==> config.mk <==
export PLATFORM = sky130hd
export DESIGN_NAME = fetch_stage
export DESIGN_NICKNAME = d
export VERILOG_FILES = /design/src/rtl/fetch_stage_pkg.sv /design/src/rtl/fetch_stage_if_id_reg.sv /design/src/rtl/fetch_stage.sv
export SDC_FILE = /design/constraint.sdc
export NUM_CORES = 1
export LEC_CHECK = 0
export ABC_AREA = 1
export BUFFER_PORTS_ARGS = -buffer_cell sky130_fd_sc_hd__buf_2
export CAP_MARGIN = 0
export CORE_ASPECT_RATIO = 1.2
export CORE_UTILIZATION = 63
export CTS_BUF_LIST = sky130_fd_sc_hd__clkbuf_2 sky130_fd_sc_hd__clkbuf_4 sky130_fd_sc_hd__clkbuf_8
export CTS_CLUSTER_DIAMETER = 200
export DETAILED_ROUTE_END_ITERATION = 8
export HOLD_SLACK_MARGIN = 0.02
export PLACE_DENSITY_LB_ADDON = 0.25
export SETUP_SLACK_MARGIN = 0.1
export SLEW_MARGIN = 40
export SYNTH_ARGS = -nofsm -noshare
export SYNTH_HDL_FRONTEND = slang
export SYNTH_SLANG_ARGS = --single-unit
export TNS_END_PERCENT = 30
==> constraint.sdc <==
create_clock -name CLK -period 4.75 [get_ports CLK]
set_input_delay 0.95 -clock CLK [delete_from_list [all_inputs] [get_ports CLK]]
set_output_delay 0.95 -clock CLK [all_outputs]
set_load 0.01 [all_outputs]
==> src/rtl/fetch_stage_pkg.sv <==
// Shared definitions for the MIPS instruction-fetch stage: opcodes, bubble word,
// fetch FSM state encoding and the J-type target helper.
package fetch_stage_pkg;

    localparam logic [31:0] NOP_INSTR = 32'h0000_0000;
    localparam logic [5:0]  OP_J      = 6'b000010;
    localparam logic [5:0]  OP_BEQ    = 6'b000100;

    typedef enum logic [2:0] {
        S_IDLE  = 3'd0,
        S_FETCH = 3'd1,
        S_WAIT  = 3'd2,
        S_HOLD  = 3'd3,
        S_KILL  = 3'd4
    } fetch_state_e;

    // Pseudo-direct jump target formed from the jump's own PC+4 region.
    function automatic logic [31:0] jump_target(input logic [31:0] pc_plus4,
                                                input logic [31:0] instr);
        return {pc_plus4[31:28], instr[25:0], 2'b00};
    endfunction

endpackage

==> src/rtl/fetch_stage_if_id_reg.sv <==
// IF/ID pipeline register: holds the instruction, its PC+4 and a valid bit.
// Clear (bubble) takes precedence over the enable so a flush lands even when stalled.
module fetch_stage_if_id_reg
    import fetch_stage_pkg::*;
#(
    parameter logic [31:0] BUBBLE_INSTR = NOP_INSTR
) (
    input  logic        clk,
    input  logic        rst,
    input  logic        en,
    input  logic        clr,
    input  logic [31:0] in_instr,
    input  logic [31:0] in_pc_plus4,
    input  logic        in_valid,
    output logic [31:0] out_instr,
    output logic [31:0] out_pc_plus4,
    output logic        out_valid
);

    logic [31:0] instr_q, instr_d;
    logic [31:0] pc_plus4_q, pc_plus4_d;
    logic        valid_q, valid_d;

    always_comb begin
        instr_d    = instr_q;
        pc_plus4_d = pc_plus4_q;
        valid_d    = valid_q;
        if (clr) begin
            instr_d    = BUBBLE_INSTR;
            pc_plus4_d = '0;
            valid_d    = 1'b0;
        end else if (en) begin
            instr_d    = in_instr;
            pc_plus4_d = in_pc_plus4;
            valid_d    = in_valid;
        end
    end

    always_ff @(posedge clk) begin
        if (rst) begin
            instr_q    <= BUBBLE_INSTR;
            pc_plus4_q <= '0;
            valid_q    <= 1'b0;
        end else begin
            instr_q    <= instr_d;
            pc_plus4_q <= pc_plus4_d;
            valid_q    <= valid_d;
        end
    end

    assign out_instr    = instr_q;
    assign out_pc_plus4 = pc_plus4_q;
    assign out_valid    = valid_q;

endmodule

==> src/rtl/fetch_stage.sv <==
// IF stage: owns PCF, fetches over a req/rdy instruction-memory port and feeds IF/ID,
// applying hazard stalls/flushes and branch/jump redirects (no delay slot).
module fetch_stage
    import fetch_stage_pkg::*;
#(
    parameter logic [31:0] RESET_PC  = 32'h0000_0000,
    parameter logic [31:0] NOP_INSTR = 32'h0000_0000
) (
    input  logic         CLK,
    input  logic         RST,
    input  logic         StallF,
    input  logic         StallD,
    input  logic         FlushD,
    input  logic         PCSrcD,
    input  logic [31:0]  PCBranchD,
    input  logic         JumpD,
    output logic         IMemReq,
    output logic [31:0]  IMemAddr,
    input  logic         IMemRdy,
    input  logic [31:0]  IMemData,
    output logic [31:0]  InstrD,
    output logic [31:0]  PCPlus4D,
    output logic         ValidD,
    output fetch_state_e dbg_state
);

    // Memory handshake: IMemReq high means IMemAddr is presented and must stay
    // stable; a word transfers on any rising edge where IMemReq && IMemRdy.

    fetch_state_e state_q, state_d;
    logic [31:0]  pc_q, pc_d;
    logic [31:0]  instr_buf_q, instr_buf_d;
    logic [31:0]  redir_pc_q, redir_pc_d;

    logic         redirect;
    logic [31:0]  redir_target;
    logic [31:0]  pc_plus4;
    logic         imem_req;
    logic         got_word;
    logic [31:0]  ifid_instr, ifid_pc_plus4;
    logic         ifid_valid;

    assign redirect     = (JumpD | PCSrcD) & ValidD & ~StallD;
    assign redir_target = JumpD ? jump_target(PCPlus4D, InstrD)
                                : (PCBranchD & ~32'd3);
    assign pc_plus4     = pc_q + 32'd4;

    always_comb begin
        imem_req = 1'b0;
        unique case (state_q)
            S_FETCH:        imem_req = ~StallF;
            S_WAIT, S_KILL: imem_req = 1'b1;
            default:        imem_req = 1'b0;
        endcase
    end

    assign got_word = imem_req & IMemRdy;

    always_comb begin
        state_d       = state_q;
        pc_d          = pc_q;
        instr_buf_d   = instr_buf_q;
        redir_pc_d    = redir_pc_q;
        ifid_instr    = NOP_INSTR;
        ifid_pc_plus4 = '0;
        ifid_valid    = 1'b0;
        unique case (state_q)
            S_IDLE: state_d = S_FETCH;
            S_FETCH, S_WAIT: begin
                if (redirect) begin
                    // An issued request cannot be withdrawn; drain it in S_KILL.
                    if (imem_req && !IMemRdy) begin
                        redir_pc_d = redir_target;
                        state_d    = S_KILL;
                    end else begin
                        pc_d    = redir_target;
                        state_d = S_FETCH;
                    end
                end else if (got_word) begin
                    pc_d    = pc_plus4;
                    state_d = S_FETCH;
                    if (StallD) begin
                        instr_buf_d = IMemData;
                        state_d     = S_HOLD;
                    end else begin
                        ifid_instr    = IMemData;
                        ifid_pc_plus4 = pc_plus4;
                        ifid_valid    = 1'b1;
                    end
                end else if (imem_req) begin
                    state_d = S_WAIT;
                end
            end
            S_HOLD: begin
                // PCF already points past the buffered word, so it is its PC+4.
                if (redirect) begin
                    pc_d    = redir_target;
                    state_d = S_FETCH;
                end else if (!StallD) begin
                    ifid_instr    = instr_buf_q;
                    ifid_pc_plus4 = pc_q;
                    ifid_valid    = 1'b1;
                    state_d       = S_FETCH;
                end
            end
            S_KILL: begin
                if (redirect) redir_pc_d = redir_target;
                if (got_word) begin
                    pc_d    = redirect ? redir_target : redir_pc_q;
                    state_d = S_FETCH;
                end
            end
            default: state_d = S_IDLE;
        endcase
    end

    always_ff @(posedge CLK) begin
        if (RST) begin
            state_q     <= S_IDLE;
            pc_q        <= RESET_PC;
            instr_buf_q <= NOP_INSTR;
            redir_pc_q  <= RESET_PC;
        end else begin
            state_q     <= state_d;
            pc_q        <= pc_d;
            instr_buf_q <= instr_buf_d;
            redir_pc_q  <= redir_pc_d;
        end
    end

    fetch_stage_if_id_reg #(
        .BUBBLE_INSTR (NOP_INSTR)
    ) u_if_id_reg (
        .clk          (CLK),
        .rst          (RST),
        .en           (~StallD),
        .clr          (FlushD | redirect),
        .in_instr     (ifid_instr),
        .in_pc_plus4  (ifid_pc_plus4),
        .in_valid     (ifid_valid),
        .out_instr    (InstrD),
        .out_pc_plus4 (PCPlus4D),
        .out_valid    (ValidD)
    );

    assign IMemReq   = imem_req;
    assign IMemAddr  = pc_q;
    assign dbg_state = state_q;

    a_stall_order: assert property (@(posedge CLK) disable iff (RST) !(StallD && !StallF));

endmodule

Yosys cells after proc, flatten, opt, wreduce, memory -nomap -nowiden

Cells that the tools add are included.

Bitwise logic cells: 8
Eq/ne operators: 12
Muxes and demuxes: 33
Reduce and logical (&&, ||, !) cells: 12
Add/subtract/negate cells: 1

Operator list:

| kind                                                             | count |
|---|---|
| 32-bit two-way mux                                               | 15 |
| 32-bit one-hot mux with 2 select lines                           | 3 |
| 32-bit one-hot mux with 3 select lines                           | 1 |
| 32-bit by 3-bit adder with 32-bit output (second input constant) | 1 |
| 3-bit two-way mux                                                | 7 |
| 3-bit one-hot mux with 4 select lines                            | 1 |
| 3-bit inequality test (second input constant)                    | 3 |
| 2-bit inequality test (second input constant)                    | 4 |
| 3-bit by 2-bit == test with 1-bit output (second input constant) | 2 |
| 3-bit AND reduction                                              | 2 |
| 2-bit OR reduction                                               | 3 |
| 5-bit AND reduction                                              | 1 |
| 4-bit inequality test (second input constant)                    | 1 |
| 1-bit one-hot mux with 2 select lines                            | 2 |
| 4-bit AND reduction                                              | 1 |
| 1-bit AND                                                        | 3 |
| 3-bit by 1-bit == test with 1-bit output (second input constant) | 1 |
| 3-bit == test (second input constant)                            | 1 |
| 3-bit zero test                                                  | 1 |
| 1-bit two-way mux                                                | 3 |
| 1-bit inverter                                                   | 3 |
| 3-bit nonzero test                                               | 1 |
| 2-bit two-way mux                                                | 1 |
| 1-bit bitwise OR                                                 | 2 |
| other kinds (3)                                                  | 3 |

Input port bits: 72
Bits in registers: 164
Logic and storage cells: 73
Output and inout bits: 101

Logic depth before layout (Yosys ltp)

Depth after elaboration: 7
Mapped depth: 13
Gate-level depth less buffers: 12

Hierarchy

From an unflattened synthesis, not the netlist that was laid out.

Cell total of the unflattened synthesis: 1,672
Area total of the unflattened synthesis: 9,668.0 sq um

Modules (own cells, without submodules):

| module                | times used | cells an instance | area each (sq um) | seq. area each (sq um) |
|---|---|---|---|---|
| fetch_stage           | 1          | 1,260             | 7,023.0           | 1,981.9 |
| fetch_stage_if_id_reg | 1          | 412               | 2,645.0           | 1,301.2 |

Worst setup path before layout

No wires, ideal clock.

Kind: input port to flip-flop
Start point: input port StallD
End point: register pc_q[10] (netlist: IMemAddr[10])
Stages: 11
Path buffers: 3
Setup time: 117 ps
Setup slack: 2,471 ps
Required time: 4,633 ps
Arrival time: 2,162 ps
Path through: buf_2 > inv_4 > nand3_2 > nand2_2 > nand2_1 > nand2_1 > nand4_2 > buf_6 > buf_6 > nor3_1 > nor2_1

Longest elaborated chain between the ends: 5
Elaborated cells on any way between the ends: 10
Those cells by class: eq/ne (3); mux (4); bitwise (2); reduce/logical (1)

Ends and longest elaborated chain:

| item                                   | line               | source |
|---|---|---|
| start, declared                        | fetch_stage.sv:12  | `input logic StallD,` |
| 1-bit inverter (*)                     | --                 |  |
| 1-bit AND (*)                          | fetch_stage.sv:43  | `assign redirect = (JumpD \| PCSrcD) & ValidD & ~StallD;` |
| 32-bit two-way mux                     | --                 |  |
| 32-bit two-way mux                     | fetch_stage.sv:108 | `if (got_word) begin` |
| 32-bit one-hot mux with 3 select lines | fetch_stage.sv:67  | `unique case (state_q)` |
| end signal, assigned                   | fetch_stage.sv:125 | `pc_q <= pc_d;` |
| end, declared                          | fetch_stage.sv:31  | `logic [31:0] pc_q, pc_d;` |

Every way passes the cells marked *; elsewhere a longest branch is shown, timed or not. The select of a mux whose other input is x is not followed.
A chain may end at the register's enable or synchronous reset.

Final worst setup path

Start point: input port JumpD
End point: register u_if_id_reg.pc_plus4_q[31] (netlist: u_if_id_reg.out_pc_plus4[31])

Longest elaborated chain between the ends: 5
Elaborated cells on any way between the ends: 8
Those cells by class: mux (3); bitwise (4); reduce/logical (1)

Ends and longest elaborated chain:

| item                                                                         | line                        | source |
|---|---|---|
| start, declared                                                              | fetch_stage.sv:16           | `input logic JumpD,` |
| 1-bit bitwise OR (*)                                                         | fetch_stage.sv:43           |  |
| 1-bit AND (*) (2 in series)                                                  | fetch_stage.sv:43           |  |
| 32-bit two-way mux (tied with other cells)                                   | fetch_stage.sv:96           | `if (redirect) begin` |
| 32-bit one-hot mux with 2 select lines or 2-bit OR reduction (tied branches) | --                          |  |
| end signal, assigned                                                         | fetch_stage_if_id_reg.sv:46 | `pc_plus4_q <= pc_plus4_d;` |
| end, declared                                                                | fetch_stage_if_id_reg.sv:21 | `logic [31:0] pc_plus4_q, pc_plus4_d;` |

Every way passes the cells marked *; elsewhere a longest branch is shown, timed or not.

==> impl_results.html <==
<table>
<tr><th>Metric</th><th>Value</th></tr>
<tr><th colspan="2">Yosys</th></tr>
<tr><td>Number of standard cells after synthesis</td><td>1573</td></tr>
<tr><td>Mean cell area of the mapped netlist</td><td>~6 sq um</td></tr>
<tr><td>Register bit total from synthesis</td><td>about 160</td></tr>
<tr><td>Cell types with the largest area share after synthesis</td><td>dfxtp_1 35%, nand2_1 25%, a21oi_1 8.4%</td></tr>
<tr><td>Most common cell in the synthesized netlist</td><td>nand2_1</td></tr>
<tr><td>Number of flops mapped to enable cells by yosys</td><td>0</td></tr>
<tr><td>Most frequent cells after synthesis</td><td>616 x nand2_1, 164 x dfxtp_1, 156 x a21oi_1, 140 x nor2_1, 138 x inv_1</td></tr>
<tr><td>Predominant post-synthesis flop cell</td><td>dfxtp_1</td></tr>
<tr><td>Yosys warnings</td><td>0</td></tr>
<tr><td>Area share of the leading cell type in the synthesized netlist</td><td>between 30% and 40%</td></tr>
<tr><td>Synthesized area</td><td>roughly 9300 sq um</td></tr>
<tr><td>Post-synthesis cell type with the largest combined area</td><td>dfxtp_1</td></tr>
<tr><td>Net count of the mapped netlist</td><td>between 1500 and 2000</td></tr>
<tr><td>Yosys cell types</td><td>30</td></tr>
<tr><td>Post-synthesis sequential area ratio</td><td>35.20%</td></tr>
<tr><td>Share of flip-flops with an asynchronous set or reset</td><td>0%</td></tr>
<tr><th colspan="2">Clocking</th></tr>
<tr><td>Post-CTS Resized</td><td>0</td></tr>
<tr><td>Worst-path clk slew</td><td>approximately 0.09 ns</td></tr>
<tr><td>TritonCTS clock tree</td><td>yes</td></tr>
<tr><td>Number of buffers added to fix hold violations after cts</td><td>0</td></tr>
<tr><td>Buffer levels on the longest clock path</td><td>2</td></tr>
<tr><td>Clk Tree Root Cell</td><td>clkbuf_8</td></tr>
<tr><td>H-tree level count</td><td>4</td></tr>
<tr><td>Clock latency reported for the late side of the worst-skew pair</td><td>about 0.48 ns</td></tr>
<tr><td>Post-CTS setup repair buffer count</td><td>0</td></tr>
<tr><td>Number of clock buffers inserted by TritonCTS</td><td>17</td></tr>
<tr><td># clock sinks</td><td>164</td></tr>
<tr><th colspan="2">Critical path</th></tr>
<tr><td>Required time of the critical path</td><td>between 5 and 6 ns</td></tr>
<tr><td>Worst setup path startpoint</td><td>JumpD</td></tr>
<tr><td>Endpoint type of the worst setup path</td><td>flop</td></tr>
<tr><td>FF-to-FF setup slack</td><td>1.95 ns</td></tr>
<tr><td>R2R Path Start</td><td>dbg_state[0]</td></tr>
<tr><td>Worst R2R End</td><td>IMemAddr[10]</td></tr>
<tr><td>Critical path startpoint category</td><td>input pin</td></tr>
<tr><td>Crit path DAT</td><td>~3.2 ns</td></tr>
<tr><td>Peak fanout along the critical path</td><td>31</td></tr>
<tr><td>Termination of the worst setup path</td><td>u_if_id_reg.out_pc_plus4[31]</td></tr>
<tr><td>Classification of the worst setup path</td><td>in -&gt; reg</td></tr>
<tr><td>R2R depth</td><td>10</td></tr>
<tr><th colspan="2">Run status</th></tr>
<tr><td>Run status</td><td>complete, no violations</td></tr>
<tr><th colspan="2">Floorplanning</th></tr>
<tr><td>Die width</td><td>113.1 microns</td></tr>
<tr><td>Core area</td><td>14410 sq um</td></tr>
<tr><td>Die boundary height</td><td>135.3 microns</td></tr>
<tr><td>Number of top-level pins</td><td>173</td></tr>
<tr><td>Initial Utilization</td><td>64.71%</td></tr>
<tr><td>Placement row count</td><td>48</td></tr>
<tr><td>Total die area</td><td>15300 sq um</td></tr>
<tr><th colspan="2">Finish</th></tr>
<tr><td>Fillers</td><td>1262</td></tr>
<tr><td>Share of cells above drive strength 1</td><td>14.62%</td></tr>
<tr><td>Number of nets at the end of the flow</td><td>1763</td></tr>
<tr><td>Non-filler instance count after layout</td><td>1878</td></tr>
<tr><td>Layout area overhead</td><td>13.68%</td></tr>
<tr><td>Multi-input gate area</td><td>5100 sq um</td></tr>
<tr><td>FF+latch area</td><td>between 3000 and 4000 sq um</td></tr>
<tr><td>Diode insertion count for antenna repair</td><td>0</td></tr>
<tr><th colspan="2">GRT</th></tr>
<tr><td>Aggregate global-route resource usage</td><td>a little over a third</td></tr>
<tr><td>Global-route wire length before repair</td><td>44.26 mm</td></tr>
<tr><td>GRT overflow</td><td>0</td></tr>
<tr><td>Largest net degree at the start of global routing</td><td>70</td></tr>
<tr><td>Initial antenna violation count</td><td>0</td></tr>
<tr><td>Vias in the first global route</td><td>9267</td></tr>
<tr><th colspan="2">Timing</th></tr>
<tr><td>Setup violations, final</td><td>0</td></tr>
<tr><td>Final hold violations</td><td>0</td></tr>
<tr><td>Setup_tns</td><td>0 ns</td></tr>
<tr><td>Part of the cycle the worst path needs</td><td>59.76%</td></tr>
<tr><td>Post-route minimum period</td><td>2.839 ns</td></tr>
<tr><td>Worst slew slack as a fraction of its limit</td><td>46.45%</td></tr>
<tr><td>Setup skew after layout</td><td>0.01528 ns</td></tr>
<tr><td>Slew of the pin with the lowest slew margin</td><td>0.8013 ns</td></tr>
<tr><td>Total count of max-transition violations in the final report</td><td>0</td></tr>
<tr><td>Highest attainable clock frequency</td><td>352.3 MHz</td></tr>
<tr><td>Unrepaired setup endpoints after global routing</td><td>no</td></tr>
<tr><th colspan="2">Worst hold path</th></tr>
<tr><td>Tightest Hold Check Type</td><td>reg -&gt; reg</td></tr>
<tr><th colspan="2">Power and ir drop</th></tr>
<tr><td>Leakage component of the power</td><td>4.944 nW</td></tr>
<tr><td>Maximum resistive drop on vdd</td><td>266.9 uV</td></tr>
<tr><td>Power density over cell area</td><td>458.8 nW/um^2</td></tr>
<tr><th colspan="2">Route</th></tr>
<tr><td>First drt pass iteration count</td><td>5</td></tr>
<tr><td>Number of DRC markers in iteration 0</td><td>1011</td></tr>
<tr><td>Via density per instance</td><td>5.591</td></tr>
<tr><td>Vias after detailed routing</td><td>10500</td></tr>
<tr><td>DRC violations left</td><td>0</td></tr>
<tr><td>DRT antenna net count</td><td>0</td></tr>
<tr><td>WL per Instance</td><td>14.76 microns</td></tr>
<tr><td>Detailed-route wire length</td><td>roughly 28 mm</td></tr>
<tr><th colspan="2">Job</th></tr>
<tr><td>Number of max-cap violations</td><td>0</td></tr>
<tr><th colspan="2">Placed design</th></tr>
<tr><td>Buffers added on ports</td><td>170</td></tr>
<tr><td>Final weighted congestion in routability-driven placement</td><td>roughly 0.94</td></tr>
<tr><td>Post-placement cell count</td><td>1846</td></tr>
<tr><td>Sum of net half-perimeters after detailed placement</td><td>18.56 mm</td></tr>
</table>
[layout by cell type (no fill, tap or decap), types with 6 or more instances in the layout]
cell type and instances:
nand2_1 615, buf_2 170, dfxtp_1 164, a21oi_1 155
nor2_1 140, inv_1 137, o21ai_0 134, nand3_1 37
o22ai_1 36, clkbuf_8 19, buf_4 18, o211ai_1 15
inv_2 9, nand2_2 6
[per-stage QoR]
| step | setup slack (ns) | hold WS (ns) | cell area, sq um | power [W] | util, % |
|---|---|---|---|---|---|
| after CTS | 1.985 | 0.4603 | 10600 | 0.004819 | 73.56 |
| final | 1.911 | 0.4576 | 10600 | 0.004865 | 73.57 |
| after global routing | 1.747 | 0.4752 | 10600 | 0.005162 | 73.57 |
| after floorplan | 2.471 | 0.4297 | 9328 | 0.003132 | - |
| after global placement | 1.520 | 0.4390 | 10140 | 0.003628 | 70.36 |
| after detailed placement | 1.510 | 0.4479 | 10150 | 0.003661 | 70.39 |
[sequential cells by signal, summed over array words and instances (netlist names)]
name                      flops
IMemAddr                     32
instr_buf_q                  32
redir_pc_q                   32
u_if_id_reg.out_instr        32
u_if_id_reg.out_pc_plus4     32
dbg_state                     3
u_if_id_reg.out_valid         1
[worst min-delay path by stage]
stage	slack, ns	depth (start not counted)	to	startpoint
6_report	0.46	2	instr_buf_q[22]	instr_buf_q[22]
5_1_grt	0.48	2	instr_buf_q[18]	instr_buf_q[18]
4_1_cts	0.46	2	instr_buf_q[12]	instr_buf_q[12]
3_5_place_dp	0.45	2	instr_buf_q[11]	instr_buf_q[11]
3_3_place_gp	0.44	2	instr_buf_q[22]	instr_buf_q[22]
2_1_floorplan	0.43	2	instr_buf_q[0]	instr_buf_q[0]
[power breakdown]
| part | internal (W) | switching (W) |
|---|---|---|
| logic | 0.000604 | 0.00126 |
| clock network | 0.000610 | 0.000553 |
| registers | 0.00158 | 0.000253 |
| total | 0.00280 | 0.00207 |
[per-layer routing]
layer / track usage [%] / up-vias / part of all wire (%)
met3: 9.620 / 63 / 10
met1: 45.39 / 4695 / 41
met4: 15.42 / 0 / 3.1
met2: 59.10 / 515 / 46
li1: - / 5227 / -
met5: 0 / - / 0
[layout make-up]
type                       instances  area share, %
clock buffer                      19          2.466
clock inverter                    13          1.841
inverter                         148          5.274
multi-input combinational       1171          48.09
sequential                       164          30.96
tap                              175          2.065
timing repair buffer             188          9.298
[kinds of logic (layout without fill, tap and decap cells)]
logic type / Yosys count / count (layout) / share of synthesized area, %
AO/OA/AOI/OAI: 349 / 349 / 19.70
XOR/XNOR: 4 / 4 / 0.3755
adder cells (fa/ha/maj): 1 / 1 / 0.1341
buffers and inverters: 238 / 368 / 10.33
flip-flops: 164 / 164 / 35.20
AND/OR/NAND/NOR: 817 / 817 / 34.26
[worst max-delay path, stage by stage]
cell	delay (ns)
buf_2	0.30
inv_2	0.12
nand2_1	0.07
nand3_2	0.10
buf_4	0.32
nand2_2	0.28
inv_1	0.64
nand2_1	0.11
nand2_1	0.14
nand2_1	0.06
a21oi_1	0.14
Power figures use the tool's default switching activity.
